===== src/rtl/restoring_divider.sv =====
// Sequential unsigned restoring divider: one shift cycle and one subtract cycle per quotient bit,
// with a start/done handshake and a divide-by-zero flag.
module restoring_divider #(
    parameter int unsigned N = 5
) (
    input  logic         clk,
    input  logic         rst,
    input  logic         start,
    input  logic [N-1:0] dividend,
    input  logic [N-1:0] divisor,
    output logic [N-1:0] quotient,
    output logic [N-1:0] remainder,
    output logic         done,
    output logic         dz,
    output logic         busy
);

    localparam int unsigned CntW = $clog2(N);

    typedef enum logic [1:0] {StIdle, StShift, StSub, StDone} state_e;

    state_e          state_q, state_d;
    logic [N-1:0]    q_q, q_d;
    logic [N:0]      r_q, r_d;
    logic [N-1:0]    d_q, d_d;
    logic [CntW-1:0] cnt_q, cnt_d;
    logic            dz_q, dz_d;
    logic [N+1:0]    diff;

    // One extra bit so the sign of the trial subtraction is explicit.
    assign diff = {1'b0, r_q} - {2'b00, d_q};

    always_ff @(posedge clk) begin
        if (rst) begin
            state_q <= StIdle;
            q_q     <= '0;
            r_q     <= '0;
            d_q     <= '0;
            cnt_q   <= '0;
            dz_q    <= 1'b0;
        end else begin
            state_q <= state_d;
            q_q     <= q_d;
            r_q     <= r_d;
            d_q     <= d_d;
            cnt_q   <= cnt_d;
            dz_q    <= dz_d;
        end
    end

    always_comb begin
        state_d = state_q;
        q_d     = q_q;
        r_d     = r_q;
        d_d     = d_q;
        cnt_d   = cnt_q;
        dz_d    = dz_q;
        unique case (state_q)
            StIdle: begin
                if (start) begin
                    q_d   = dividend;
                    d_d   = divisor;
                    r_d   = '0;
                    cnt_d = '0;
                    if (divisor == '0) begin
                        dz_d    = 1'b1;
                        q_d     = '1;
                        r_d     = {1'b0, dividend};
                        state_d = StDone;
                    end else begin
                        dz_d    = 1'b0;
                        state_d = StShift;
                    end
                end
            end
            StShift: begin
                r_d     = {r_q[N-1:0], q_q[N-1]};
                q_d     = {q_q[N-2:0], 1'b0};
                state_d = StSub;
            end
            StSub: begin
                // Negative trial difference: keep R (restore) and leave the quotient bit at 0.
                if (!diff[N+1]) begin
                    r_d    = diff[N:0];
                    q_d[0] = 1'b1;
                end
                if (cnt_q == CntW'(N - 1)) begin
                    state_d = StDone;
                end else begin
                    cnt_d   = cnt_q + CntW'(1);
                    state_d = StShift;
                end
            end
            StDone: begin
                state_d = StIdle;
            end
        endcase
    end

    assign quotient  = q_q;
    assign remainder = r_q[N-1:0];
    assign dz        = dz_q;
    assign done      = (state_q == StDone);
    assign busy      = (state_q != StIdle);

endmodule


===== config.mk =====
export PLATFORM = sky130hd
export DESIGN_NAME = restoring_divider
export DESIGN_NICKNAME = d
export VERILOG_FILES = /design/src/rtl/restoring_divider.sv
export SDC_FILE = /design/constraint.sdc
export NUM_CORES = 1
export LEC_CHECK = 0
export CAP_MARGIN = 20
export CORE_ASPECT_RATIO = 0.8
export CORE_MARGIN = 4
export CORE_UTILIZATION = 51
export CTS_CLUSTER_DIAMETER = 60
export DETAILED_ROUTE_END_ITERATION = 10
export DONT_BUFFER_PORTS = 1
export PLACE_DENSITY = 0.74
export SETUP_SLACK_MARGIN = 0.3
export SLEW_MARGIN = 10
export SYNTH_ARGS = -nofsm -noshare
export SYNTH_HDL_FRONTEND = slang
export SYNTH_SLANG_ARGS = --single-unit

===== constraint.sdc =====
create_clock -name clk -period 2.9 [get_ports clk]
set_input_delay 0.58 -clock clk [delete_from_list [all_inputs] [get_ports clk]]
set_output_delay 0.58 -clock clk [all_outputs]
set_load 0.1 [all_outputs]

==> out/summary.md <==
The maximum number of pins on one net before global-route repair was 23; the total chip power was 1664 uW. The instance count along the most critical hold path is 1, and the simple-gate share of the synthesized area is 20.85%. The layout cell share with drive strength beyond 1 is 10.81%, and the antenna diode instance count is 0. The die covers 0.003797 mm2. Clock-pin slew was measured on the worst setup and hold paths at 0.14 ns.

The logs give 6182 um for the first-pass GRT wire length and 2 for the clock tree buffer depth. Once the floorplan was initialized, standard cells occupied 53.35% of the core. In this run the remaining antenna-violating nets after routing total 0. The count of fill cells added during filler insertion came out at 253. The worst setup path is launched from a flop. The number of distinct library cells after synthesis is 42. The average wire per cell in the routed design was 16.11 um.

The y dimension of the die came out at 55.92 um. TritonCTS built the clock tree. The tools report the clock root buffer as sky130_fd_sc_hd__clkbuf_4. Count of synthesis-stage warnings from yosys: 0. The synthesized netlist devotes 28.55% of its cell area to compound gates. The run gives 22 as the CTS sink count. The top cell type's share of synthesized area is 30.09%.

The synthesis-stage register bit count is 22. The post-synthesis cell area came out at 0.001464 mm2. In this run, synthesis inferred 0 flip-flops with an integrated enable. Among all flip-flop cells after synthesis, the most frequent one is sky130_fd_sc_hd__dfxtp_1.

The largest family of logic cells by synthesized area is compound AO/OA/AOI/OAI gates. The xor and xnor fraction of the mapped netlist area was 0.5983%. The leakage power figure was 0.0005652 uW.

Across the VDD grid, the largest voltage drop is 0.4485 mV. Post-place setup slack: 0.6282 ns. After synthesis, the mean cell area works out to 7.913 um2.

The number of DRC markers after the initial detailed-route iteration was 161. In this run the critical register-to-register path is launched from r_q[0]. Pin placement for this block handled 26 I/O pins.

Of all nets on the critical path, the largest fanout is 9. The critical path arrival is 2.51 ns. The via density per instance works out to 6.081. The worst setup path is captured at a flop.

The logs give 0.62 ns for the reg-to-reg setup timing slack and 0 for the initial antenna violation count. The count of standard-cell rows was 17; the placer's final routability congestion estimate was 0.9250. Yosys attributes the largest share of cell area to sky130_fd_sc_hd__dfxtp_1 (30%), sky130_fd_sc_hd__ha_1 (10%), sky130_fd_sc_hd__a21oi_1 (7.5%). The power per cell area came out at 1076 mW/mm2. The tools report the detailed-router iteration count before antenna repair as 4. The number of instances resized during post-cts repair was 0. The logs give 1,359 for the number of global-route vias before repair and 438.0 MHz for the maximum operating frequency. The run gives 31.53% as the tightest slew margin relative to the limit.

The instance count of the mapped netlist was 185. The hold path startpoint was rst. In the final timing run, aggregate negative setup slack is 0 ns. The number of pins with negative max-slew slack in the final report was 0. Across every metal layer, demand over resource in global routing totals 21.00%. The tools report the setup slack after layout as 0.6168 ns. The worst register-to-register path ends at r_q[3]. Data on the critical path is required at its endpoint by 3.13 ns. Endpoint with the worst hold slack: quotient[1]. The commonest cells after synthesis are sky130_fd_sc_hd__a21oi_1 (22), sky130_fd_sc_hd__dfxtp_1 (22), sky130_fd_sc_hd__nand2_1 (19). The slew at the pin closest to its max-slew limit was 1.026 ns. Buffers placed on the I/O ports in this run total 0.

Counting the buffers created by CTS gives 3. The sum of overflow across all layers after global routing was 0. The largest area contributor in the netlist is sky130_fd_sc_hd__dfxtp_1. When the netlist entered floorplanning its net count stood at 211. The total length of routed wires was 3592 um. The multiplexer share of the synthesized area works out to 0%. The worst hold path belongs to the class in2reg. Dividing the final minimum period by the clock period gives 78.73%. The sequential element share of the synthesized area is 30.09%.

The largest clock skew in the final design was 0.01535 ns; the width of the die was 67.90 um. The count of hold buffers inserted by post-cts repair was 0; the max-capacitance violation count was 0. Counting flops with an async set or reset pin after synthesis yields a share of 0%. The region available for standard cell placement spans 0.002744 mm2. Maximum level of the CTS H-tree: 1.

Setup repair after global routing left no endpoint under its margin. Detailed placement finished with a half-perimeter wire length of 2733 um. Of the total synthesized cell area, the portion taken by full adders, half adders and majority gates is 11.62%.

At the later pin of the worst-skew pair, clock insertion delay measures 0.32 ns. The total DRC errors in the routed layout was 0. For the worst flop-to-flop path, the logic depth is 8. Final hold violation count: 0. The critical path in this run is classified as reg2reg.

The shortest clock period the worst path allows after layout was 2.283 ns. The detailed router placed 1,356 vias in this run. After the last flow step, the layout net total stands at 212. Post-CTS timing repair inserted 0 buffers for setup. Setup violations remaining at the end of the flow were counted as 0. The area growth from synthesis to layout is 5.641%. The run finished with clean final reports.
## layout by cell type (no fill, tap or decap), types with 2 or more instances in the layout
master / count
sky130_fd_sc_hd__a21oi_1: 22
sky130_fd_sc_hd__dfxtp_1: 22
sky130_fd_sc_hd__nand2_1: 19
sky130_fd_sc_hd__inv_1: 14
sky130_fd_sc_hd__nand3_1: 13
sky130_fd_sc_hd__ha_1: 12
sky130_fd_sc_hd__o21ai_0: 9
sky130_fd_sc_hd__buf_4: 9
sky130_fd_sc_hd__nand2b_1: 7
sky130_fd_sc_hd__nor2_1: 5
sky130_fd_sc_hd__nor3_1: 5
sky130_fd_sc_hd__a211oi_1: 5
sky130_fd_sc_hd__o311ai_0: 4
sky130_fd_sc_hd__a311oi_1: 3
sky130_fd_sc_hd__clkbuf_4: 3
sky130_fd_sc_hd__a21o_1: 2
sky130_fd_sc_hd__nor2b_1: 2
sky130_fd_sc_hd__a31oi_1: 2
sky130_fd_sc_hd__o21a_1: 2
sky130_fd_sc_hd__a21boi_0: 2
sky130_fd_sc_hd__a32oi_1: 2
sky130_fd_sc_hd__a22oi_1: 2
## how the worst max path moves through the flow
| stage | from | end | slack (ns) |
|---|---|---|---|
| final | r_q[0] | r_q[3] | 0.62 |
| after detailed placement | r_q[0] | r_q[3] | 0.63 |
| after global placement | r_q[0] | r_q[4] | 0.76 |
| after global routing | r_q[0] | r_q[3] | 0.46 |
| after CTS | r_q[0] | r_q[3] | 0.61 |
| after floorplan | state_q[0] | quotient[4] | 0.84 |
## power breakdown
group | internal (uW) | switching (uW) | total (uW)
combinational | 284 | 661 | 945
clock | 76.7 | 97.7 | 174
sequential | 367 | 177 | 544
## per-layer routing
layer	vias up	GRT usage (%)	wire, um
met1	618	29.01	1551
met3	2	6.667	408
met4	0	3.116	13
met2	68	32.45	1618
met5	-	0	0
li1	668	-	-
## sequential cells by signal, indices dropped and copies added, names as in the netlist
| name | flops |
|---|---|
| r_q | 6 |
| d_q | 5 |
| quotient | 5 |
| cnt_q | 3 |
| state_q | 2 |
| dz | 1 |
## through the flow
stage / utilization, % / hold slack (ns) / cell area, um2 / instances
detailed placement: 55.04 / 0.4503 / 1510 / 219
floorplan: - / 0.4363 / 1464 / 185
finish: 56.36 / 0.3078 / 1546 / 223
global route: 56.36 / 0.2856 / 1546 / 223
global placement: 55.04 / 0.4406 / 1510 / 219
CTS: 56.36 / 0.3065 / 1546 / 223
## worst max-delay path, cell delays in order, from the launching register on
cell,delay [ns]
sky130_fd_sc_hd__dfxtp_1,0.34
sky130_fd_sc_hd__inv_1,0.07
sky130_fd_sc_hd__ha_1,0.19
sky130_fd_sc_hd__inv_1,0.06
sky130_fd_sc_hd__fa_1,0.41
sky130_fd_sc_hd__a211o_1,0.31
sky130_fd_sc_hd__a211o_2,0.38
sky130_fd_sc_hd__and2_4,0.21
sky130_fd_sc_hd__a311oi_1,0.24
## cell type report
type                    instances  area, um2  area share, %
clock buffers                   4      36.28          2.346
inverters                      14      52.55          3.398
multi-input cells             136      902.1          58.33
flip-flops and latches         22      440.4          28.48
well taps                      38      47.55          3.074
repair buffers                  9      67.56          4.369
## cells by family (layout without fill, tap and decap cells)
| logic type | Yosys count | count (layout) |
|---|---|---|
| fa+ha+maj | 13 | 13 |
| simple gates | 59 | 59 |
| compound gates | 63 | 63 |
| xor+xnor | 1 | 1 |
| buf+inv | 27 | 27 |
| flops | 22 | 22 |
(Power assumes the default switching activity.)
